==> config.mk <==
export PLATFORM = sky130hd
export DESIGN_NAME = dispense_sequencer
export DESIGN_NICKNAME = d
export VERILOG_FILES = /design/src/rtl/water_dispenser_pkg.sv /design/src/rtl/flow_pulse_detector.sv /design/src/rtl/dispense_sequencer.sv
export SDC_FILE = /design/constraint.sdc
export NUM_CORES = 1
export LEC_CHECK = 0
export BUFFER_PORTS_ARGS = -buffer_cell sky130_fd_sc_hd__buf_4
export CORE_AREA = 3 3 69 71
export DETAILED_ROUTE_END_ITERATION = 6
export DIE_AREA = 0 0 72 74
export PLACE_DENSITY_LB_ADDON = 0.15
export SYNTH_ARGS = -nofsm -noshare
export SYNTH_HDL_FRONTEND = slang
export SYNTH_SLANG_ARGS = --single-unit
export TNS_END_PERCENT = 100
==> constraint.sdc <==
create_clock -name clock -period 2.51 [get_ports clock]
set_input_delay 0.251 -clock clock [delete_from_list [all_inputs] [get_ports clock]]
set_output_delay 0.251 -clock clock [all_outputs]
set_load 0.01 [all_outputs]
==> src/rtl/water_dispenser_pkg.sv <==
// Shared types, default constants and width helper for the water dispenser blocks.
package water_dispenser_pkg;

  typedef enum logic [1:0] {
    StIdle     = 2'd0,
    StDispense = 2'd1,
    StFinish   = 2'd2,
    StFault    = 2'd3
  } disp_state_e;

  localparam int unsigned DefAmountWidth   = 8;
  localparam int unsigned DefPulsesPerUnit = 4;
  localparam int unsigned DefTimeoutCycles = 1000;

  // Bits needed for a counter that must hold values 0..max_val.
  function automatic int unsigned cnt_width(input int unsigned max_val);
    return (max_val == 0) ? 1 : $clog2(max_val + 1);
  endfunction

endpackage

==> src/rtl/flow_pulse_detector.sv <==
// Two-flop synchronizer for the raw flow-meter pin plus rising-edge detect.
module flow_pulse_detector (
  input  logic clock,
  input  logic reset,
  input  logic flow_pulse,
  output logic flow_edge
);

  logic sync1_q, sync2_q, prev_q;

  always_ff @(posedge clock or negedge reset) begin
    if (!reset) begin
      sync1_q <= 1'b0;
      sync2_q <= 1'b0;
      prev_q  <= 1'b0;
    end else begin
      sync1_q <= flow_pulse;
      sync2_q <= sync1_q;
      prev_q  <= sync2_q;
    end
  end

  assign flow_edge = sync2_q & ~prev_q;

endmodule

==> src/rtl/dispense_sequencer.sv <==
// Valve sequencer for one order: opens the valve, counts flow units, closes on completion.
// Optional no-flow watchdog enabled by DISPENSE_SEQUENCER_WATCHDOG_EN.
module dispense_sequencer
  import water_dispenser_pkg::*;
#(
  parameter int unsigned AMOUNT_WIDTH    = DefAmountWidth,
  parameter int unsigned PULSES_PER_UNIT = DefPulsesPerUnit,
  parameter int unsigned TIMEOUT_CYCLES  = DefTimeoutCycles
) (
  input  logic                    clock,
  input  logic                    reset,
  input  logic                    start,
  input  logic [AMOUNT_WIDTH-1:0] amount,
  input  logic                    cancel,
  input  logic                    flow_pulse,
  output logic                    valve_open,
  output logic                    busy,
  output logic                    done,
  output logic                    fault,
  output logic [AMOUNT_WIDTH-1:0] dispensed
);

  localparam int unsigned PulseW = cnt_width(PULSES_PER_UNIT);
  localparam logic [PulseW-1:0] PulseLast = PulseW'(PULSES_PER_UNIT - 1);

  disp_state_e state_q, state_d;
  logic [AMOUNT_WIDTH-1:0] amount_q, amount_d;
  logic [AMOUNT_WIDTH-1:0] dispensed_q, dispensed_d, dispensed_inc;
  logic [PulseW-1:0] pulse_q, pulse_d;
  logic flow_edge;
  logic unit_done, final_edge;
  logic wd_expire;

  flow_pulse_detector u_flow_pulse_detector (
    .clock      (clock),
    .reset      (reset),
    .flow_pulse (flow_pulse),
    .flow_edge  (flow_edge)
  );

  assign dispensed_inc = dispensed_q + 1'b1;
  assign unit_done     = flow_edge && (pulse_q == PulseLast);
  assign final_edge    = unit_done && (dispensed_inc == amount_q);

`ifdef DISPENSE_SEQUENCER_WATCHDOG_EN
  localparam int unsigned WdW = cnt_width(TIMEOUT_CYCLES);
  localparam logic [WdW-1:0] WdLast = WdW'(TIMEOUT_CYCLES - 1);

  logic [WdW-1:0] wd_q, wd_d;

  // Restarts on every counted edge; idles at zero outside DISPENSE so a fresh start begins at 0.
  always_comb begin
    wd_d = '0;
    if (state_q == StDispense && !flow_edge) begin
      wd_d = wd_q + 1'b1;
    end
  end

  assign wd_expire = (state_q == StDispense) && !flow_edge && (wd_q == WdLast);

  always_ff @(posedge clock or negedge reset) begin
    if (!reset) begin
      wd_q <= '0;
    end else begin
      wd_q <= wd_d;
    end
  end

  assign fault = (state_q == StFault);
`else
  logic unused_timeout;
  assign unused_timeout = ^TIMEOUT_CYCLES;
  assign wd_expire      = 1'b0;
  assign fault          = 1'b0;
`endif

  always_comb begin
    state_d     = state_q;
    amount_d    = amount_q;
    dispensed_d = dispensed_q;
    pulse_d     = pulse_q;
    unique case (state_q)
      StIdle: begin
        if (start) begin
          amount_d    = amount;
          dispensed_d = '0;
          pulse_d     = '0;
          state_d     = (amount == '0) ? StFinish : StDispense;
        end
      end
      StDispense: begin
        if (flow_edge) begin
          if (unit_done) begin
            pulse_d     = '0;
            dispensed_d = dispensed_inc;
          end else begin
            pulse_d = pulse_q + 1'b1;
          end
        end
        // Completion outranks both cancel and watchdog expiry.
        if (final_edge) begin
          state_d = StFinish;
        end else if (cancel) begin
          state_d = StIdle;
        end else if (wd_expire) begin
          state_d = StFault;
        end
      end
      StFinish: state_d = StIdle;
      StFault: begin
        if (cancel) begin
          state_d = StIdle;
        end
      end
      default: state_d = StIdle;
    endcase
  end

  always_ff @(posedge clock or negedge reset) begin
    if (!reset) begin
      state_q     <= StIdle;
      amount_q    <= '0;
      dispensed_q <= '0;
      pulse_q     <= '0;
    end else begin
      state_q     <= state_d;
      amount_q    <= amount_d;
      dispensed_q <= dispensed_d;
      pulse_q     <= pulse_d;
    end
  end

  assign valve_open = (state_q == StDispense);
  assign busy       = (state_q == StDispense) || (state_q == StFinish);
  assign done       = (state_q == StFinish);
  assign dispensed  = dispensed_q;

endmodule
## After elaboration in Yosys (flattened, before gate mapping)

Index checks and enable logic that the tools add are counted.

- Reduce and logical (&&, ||, !) cells: 9
- Muxes and demuxes: 13
- Add/sub/neg operators: 2
- Bitwise operators: 2
- Eq/ne operators: 8

Operators with widths:

| operator | number |
|---|---|
| $mux 8 | 3 |
| $pmux 8 s2 | 1 |
| $mux 3 | 3 |
| $add 8x1->8 const B | 1 |
| $eq 8x8->1 | 1 |
| $logic_not 8->1 | 1 |
| $mux 2 | 4 |
| $pmux 2 s4 | 1 |
| $pmux 3 s2 | 1 |
| $eq 2x2->1 const B | 2 |
| $ne 2x1->1 const B | 2 |
| $reduce_and 4->1 | 1 |
| $add 3x1->3 const B | 1 |
| $eq 3x2->1 const B | 1 |
| $reduce_and 3->1 | 1 |
| $eq 2x1->1 const B | 1 |
| $logic_and 1x1->1 | 2 |
| $logic_not 2->1 | 1 |
| $ne 2x2->1 const B | 1 |
| $reduce_and 2->1 | 1 |
| $reduce_bool 2->1 | 1 |
| $and 1x1->1 | 1 |
| $logic_or 1x1->1 | 1 |
| $not 1->1 | 1 |

- Logic and storage cells: 41
- Bits of input ports: 13
- Flip-flop bits (word level): 24
- Output and inout bits: 12

## Depth between registers and ports, before layout

Gate-level depths: netlist of run 1.

- Word-level depth: 6
- Gate-level depth with buffers: 9
- Depth with buffers taken out: 7

## Modules after synthesis

From an unflattened synthesis of run 1, not the netlist that was laid out.

- Cell total of the unflattened synthesis: 134
- Area, all modules: 1,400.1 sq um

Modules (own cells, without submodules):

| module | seq. area each (sq um) | area an instance (sq um) | cells an instance | times used |
|---|---|---|---|---|
| dispense_sequencer | 525.5 | 1,311.3 | 130 | 1 |
| flow_pulse_detector | 75.1 | 88.8 | 4 | 1 |

## Worst setup path before layout of run 1

OpenSTA, ideal clock, no wires.

- Path kind: register to register
- From: reg dispensed_q[0] (netlist: dispensed[0])
- To: reg state_q[0]
- Required time: 2,384 ps
- Arrival: 1,809 ps
- Path buffers: 0
- Cell stages (with the launch flop): 7
- Setup slack: 575 ps
- Cell sequence: dfrtp_1 ha_1 nand3b_1 mux2_4 a221oi_2 nand4b_1 o32a_1

- Longest elaborated chain between the ends: 5

Ends and longest elaborated chain:

| what | line | source |
|---|---|---|
| start, declared | dispense_sequencer.sv:28 | `logic [AMOUNT_WIDTH-1:0] dispensed_q, dispensed_d, dispensed_inc;` |
| start signal, assigned | dispense_sequencer.sv:128 | `dispensed_q <= dispensed_d;` |
| $add 8x1->8 | dispense_sequencer.sv:41 | `assign dispensed_inc = dispensed_q + 1'b1;` |
| $eq 8x8->1 | dispense_sequencer.sv:43 | `assign final_edge = unit_done && (dispensed_inc == amount_q);` |
| $logic_and 1x1->1 | dispense_sequencer.sv:43 |  |
| $mux 2 | dispense_sequencer.sv:101 | `if (final_edge) begin` |
| $pmux 2 s4 | dispense_sequencer.sv:82 | `unique case (state_q)` |
| end signal, assigned | dispense_sequencer.sv:121 | `state_q <= StIdle;` |
| end signal, assigned | dispense_sequencer.sv:126 | `state_q <= state_d;` |
| end, declared | dispense_sequencer.sv:26 | `disp_state_e state_q, state_d;` |

Every way passes these cells.
A chain may end at the register's enable or synchronous reset.

## Final worst setup path of run 1

Same ends and word-level chain as after synthesis.

==> results.tsv, run 1 <==
metric	value	unit
swShare	0.355	
final_cells	218	
port_buffers	23	
regArea	601	µm²
syn_inst	142	
synth-edff-count	0	
start_util	0.330	
drc	0	
synthFlopType	dfrtp_1	
drive_gt1_frac	0.265	
min_path_type	in2reg	
path_cells	ha_1, nand3_1, mux2_4, a221oi_2, nand4b_1, o32a_1	
synth.top_cell.area_share	0.424	
routed_via_density	5.28	
fp.dieH	74	µm
ir_worst_vdd	398	µV
ys_ff_latch	24	
nFillCells	432	
cp_max_fo	9	
core_area	4290	µm²
rsz0062_at_grt	false	
fp.dieW	72	µm
worst-path-buf-inv	0	
cts_buffers	3	
fin_crit	2.09	ns
postLayoutCoreUtil	0.399	
slowest_stage	dfrtp_1	
power_frac_comb	0.373	
cts_sinks	24	
worstSetupEndpointType	flip-flop	
htree_levels	1	
post_drt_wl_per_cell	14.9	µm
seq_power_share	0.402	
yosysMostFrequentCell	dfrtp_1	
switching_power	536	µW
grt_max_degree	25	
cts-root-buf	clkbuf_8	
grt_pass1_wl	5250	µm
dp.cells	213	
grt_use_total	0.127	
area_growth_syn_to_layout	20.7	%
ant_nets	0	
yosys_warnings	0	
clock_latency	0.27	ns
crit_path_max_incr_delay	0.48	ns
setup_viol	0	
clk_pin_slew	0.08	ns
rows	24	
antenna_cells	0	
synthTopCellsByArea	dfrtp_1 (42%), mux2_2 (7.1%), ha_1 (5.3%)	
drt_iter0_drc	64	
num_vias	1150	
power_density	884	nW/µm²
overflow	0	
seq_area_frac_synth	0.424	
firstDrtPassIters	4	
avgSynthCellArea	9.98	µm²
fin_setup_tns	0	ns
drv_slew	0	
p_leak	0.772	nW
grt_pass1_vias	1098	
die_area	5330	µm²
fin_nets	186	
power	1.51	mW
crit_type	reg2reg	
fin_crit_sh	0.833	
outcome	completed	
power.internal	976	µW
ios	25	
drt_wl_total	3250	µm
cap_violations	0	
worstPathArrival	2.24	ns
yosys-top-cells-count	dfrtp_1 (24), o21ai_0 (15), nand2_1 (14)	
skew	0.00927	ns
worstPathRequired	2.66	ns
crit_family	compound AO/OA/AOI/OAI gates	
gp_congestion	0.888	
synth_top_area_cell	dfrtp_1	
max_clock_freq	0.478	GHz
ctsResizeCount	0	
hold_viol_final	0	
synth-async-reset-ratio	1.00	
clock_power_share	0.224	
cts_tree	done	
holdWs	0.0914	ns
max-clock-path-buffers	2	
place_hpwl	2500	µm
syn_area	1420	µm²
synthesis.nets	161	
synth.distinct_cells	44	
multi_input_area	751	µm²
critPathLaunchType	flip-flop	
antenna_found_initial	0	
-- power by group through the flow --
| stage | Combinational (mW) | Sequential [mW] | Clock, mW |
|---|---|---|---|
| 5_1_grt | 0.619 | 0.629 | 0.363 |
| 4_1_cts | 0.568 | 0.609 | 0.352 |
| 2_1_floorplan | 0.420 | 0.568 | 0 |
| 3_3_place_gp | 0.556 | 0.612 | 0 |
| 3_5_place_dp | 0.566 | 0.617 | 0 |
| 6_report | 0.565 | 0.608 | 0.339 |
-- worst register-to-register path: cells and delay by family (launching register included) --
kind            cells  cell delay (ns)
compound gates      2             0.54
flops               1             0.48
fa+ha+maj           1             0.35
simple gates        2             0.31
mux                 1             0.30
-- final timing paths --
path / depth (start not counted) / slack, ns / end / from
worst max-delay path: 6 / 0.42 / state_q[0]$_DFFE_PN0P_ / dispensed[0]$_DFFE_PN0P_
max in group asynchronous: 2 / 1.85 / state_q[0]$_DFFE_PN0P_ / reset
min in group asynchronous: 2 / 0.41 / dispensed[6]$_DFFE_PN0P_ / reset
worst max register to register: 6 / 0.42 / state_q[0]$_DFFE_PN0P_ / dispensed[0]$_DFFE_PN0P_
worst min register to register: 0 / 0.36 / u_flow_pulse_detector.sync2_q$_DFF_PN0_ / u_flow_pulse_detector.sync1_q$_DFF_PN0_
worst min-delay path: 1 / 0.09 / u_flow_pulse_detector.sync1_q$_DFF_PN0_ / flow_pulse
-- layout by cell type, fill, tap and decap left out, types with 2 or more instances in the layout --
cell       n
a22o_1     3
nor4_1     2
clkbuf_8   3
nand3_1    4
o21ai_0   15
a21oi_1    4
buf_4     26
xor2_1     5
nor3_1     5
a211oi_1   2
ha_1       6
inv_1      5
mux2_2     9
dfrtp_1   24
nand2b_1   2
nand2_1   14
nand4_1    2
nor2b_1    2
xnor2_1    2
nor2_1     4
o21a_1     2
a21o_1     2
or3_1      2
-- flip-flops by register name, summed over array words and instances (netlist names) --
register                       count
amount_q                           8
dispensed                          8
pulse_q                            3
state_q                            2
u_flow_pulse_detector.prev_q       1
u_flow_pulse_detector.sync1_q      1
u_flow_pulse_detector.sync2_q      1
-- through the flow --
step | area [µm²] | setup slack, ns
2_1_floorplan | 1420 | 0.575
3_3_place_gp | 1630 | 0.494
3_5_place_dp | 1630 | 0.420
4_1_cts | 1710 | 0.410
5_1_grt | 1710 | 0.226
6_report | 1710 | 0.419
-- area by class of cell --
class | instances | area share
Timing Repair Buffer | 27 | 0.120
Multi-Input combinational cell | 106 | 0.439
Sequential cell | 24 | 0.351
Clock inverter | 1 | 0.0175
Inverter | 5 | 0.0110
Clock buffer | 3 | 0.0241
Tap cell | 52 | 0.0380
-- repair_timing --
action / 4_1_cts / 5_1_grt
endpoints found under the hold margin: 24 / 0
buffers inserted: 0 / 0
hold buffers: 1 / 0
-- cells by family (layout without fill, tap and decap cells) --
kind of cell / count (synthesis) / after routing / synth area share
other cells: 1 / 1 / 0.00265
simple gates: 44 / 44 / 0.168
flops: 24 / 24 / 0.424
mux: 10 / 10 / 0.0821
xor+xnor: 7 / 7 / 0.0432
fa+ha+maj: 6 / 6 / 0.0530
buf+inv: 12 / 36 / 0.0468
compound gates: 38 / 38 / 0.181
-- layer usage --
| metal | global-route usage | routed length (µm) | vias up |
|---|---|---|---|
| met5 | 0 | 0 | - |
| met1 | 0.183 | 1610 | 549 |
| met3 | 0.0230 | 128 | 4 |
| li1 | - | - | 562 |
| met4 | 0.0438 | 38 | 0 |
| met2 | 0.194 | 1480 | 35 |
No activity file was read; power rests on OpenSTA's default activity.
==> inputs of run 2 (changes only) <==
clock period = 2.15 ns   (was 2.51 ns; I/O delays follow)
==> run 2 against run 1 <==
  * Worst setup slack got worse by 0.25 ns
  * Global-route usage up 0.74 points
  * Critical path depth fell by 1
  * Sequential share of layout area is 0.28 points lower
  * Wire length fell by 2.8%
  * Sequential cell count is the same
  * Clock skew about the same
  * Clock power fell by 21%
  * Utilization increased by 0.32 points
  * Fmax increased by 5.5%
  * Worst hold slack got worse by 0.035 ns
  * Critical endpoint unchanged
  * Highest routed layer unchanged
==> results.tsv, run 2 (synthesis gave the netlist of run 1 again) <==
metric	value	unit
drt_iter0_drc	67	
worstSetupEndpointType	flip-flop	
r2r-end	state_q[0]$_DFFE_PN0P_	
clk_pin_slew	0.09	ns
overflow	0	
rsz0062_at_grt	false	
p_leak	0.785	nW
rrSetupSlack	0.17	ns
pre_cts_ws	0.0423	ns
finalWorstSetupSlack	0.167	ns
crit_start	dispensed[4]$_DFFE_PN0P_	
outcome	completed	
placed_cell_area	1670	µm²
antenna_cells	0	
crit_path_max_incr_delay	0.48	ns
gp_congestion	0.826	
die_area	5330	µm²
max_clock_freq	0.504	GHz
post_cts_buffers	0	
path_cells	xnor2_1, mux2_4, a221oi_2, nand4b_1, o32a_1	
port_buffers	23	
r2r-start	dispensed[4]$_DFFE_PN0P_	
max-clock-path-buffers	2	
worstPathArrival	2.13	ns
fp.dieW	72	µm
clock_latency	0.27	ns
met3RoutedLength	126	µm
fin_nets	191	
hold_path_depth	1	
grt_pass1_wl	5620	µm
grt_max_degree	25	
firstDrtPassIters	4	
worstPathRequired	2.30	ns
critPathLaunchType	flip-flop	
fin_crit	1.98	ns
routed_via_density	5.23	
ant_nets	0	
nFillCells	442	
cts_sinks	24	
hold_viol_final	0	
grt_pass1_vias	1153	
final_cell_mix	buf_4 (31), dfrtp_1 (24), o21ai_0 (15), nand2_1 (14), mux2_2 (9)	
antenna_found_initial	0	
cts_tree	done	
drt_wl_total	3160	µm
ios	25	
drv_slew	0	
cap_violations	0	
start_util	0.330	
holdWs	0.0562	ns
area_growth_syn_to_layout	21.7	%
cts_buffers	3	
met2_length	1400	µm
min_path_type	in2reg	
setup_viol	0	
power	1.65	mW
fin_setup_tns	0	ns
htree_levels	1	
slowest_stage	dfrtp_1	
min-delay-start	flow_pulse	
cp_max_fo	8	
core_area	4290	µm²
drive_gt1_frac	0.288	
r2r_cells	5	
num_vias	1162	
skew	0.00911	ns
post_drt_wl_per_cell	14.2	µm
place_hpwl	2460	µm
rows	24	
crit_type	reg2reg	
worstMarginPinSlew	0.521	ns
min_to	u_flow_pulse_detector.sync1_q$_DFF_PN0_	
fp.dieH	74	µm
slew_headroom	0.651	
ir_worst_vdd	426	µV
fin_area	1730	µm²
power_density	959	nW/µm²
dr.max_layer_used	met4	
drc	0	
cts-root-buf	clkbuf_8	
fin_crit_sh	0.922	
final_common_cell	buf_4	
met1_length	1580	µm
grt_use_total	0.135	
## run 2: metal layers
| layer | vias to the layer above | global-route usage |
|---|---|---|
| li1 | 572 | - |
| met5 | - | 0 |
| met3 | 6 | 0.0230 |
| met1 | 552 | 0.191 |
| met4 | 0 | 0.0480 |
| met2 | 32 | 0.208 |
## run 2: how the worst max path moves through the flow
stage | endpoint | slack (ns)
after floorplan | state_q[0]$_DFFE_PN0P_ | 0.21
after global placement | dispensed[4]$_DFFE_PN0P_ | 0.11
after detailed placement | dispensed[3]$_DFFE_PN0P_ | 0.04
after CTS | dispensed[3]$_DFFE_PN0P_ | 0.03
after global routing | state_q[0]$_DFFE_PN0P_ | 0.04
final | state_q[0]$_DFFE_PN0P_ | 0.17
## run 2: area by class of cell
type                       instances  area [µm²]  area share
sequential                        24         601       0.348
timing repair buffer              32         243       0.141
tap                               52        65.1      0.0377
inverter                           5        18.8      0.0109
clock buffer                       3        41.3      0.0239
multi-input combinational        106         757       0.439
## run 2: timing repair
| action | 4_1_cts | 5_1_grt |
|---|---|---|
| hold endpoints to repair | 24 | 0 |
| hold buffers | 1 | 0 |
| resized for setup | 0 | 1 |
| setup endpoints to repair | 0 | 6 |
## run 2: report_power, final
group | switching, mW | leakage, nW | internal, mW
sequential | 0.126 | 0.306 | 0.569
combinational | 0.347 | 0.458 | 0.344
clock | 0.143 | 0.0216 | 0.125
total | 0.616 | 0.785 | 1.04
## run 2: through the flow
step	std cells	utilization
2_1_floorplan	142	-
3_3_place_gp	218	0.388
3_5_place_dp	218	0.388
4_1_cts	222	0.400
5_1_grt	222	0.402
6_report	222	0.402
## run 2: worst max-delay path, delay by kind of cell, from the launching register on
kind / cells / cell delay, ns
compound gates: 2 / 0.58
mux: 1 / 0.33
flops: 1 / 0.48
simple gates: 1 / 0.18
xor+xnor: 1 / 0.28
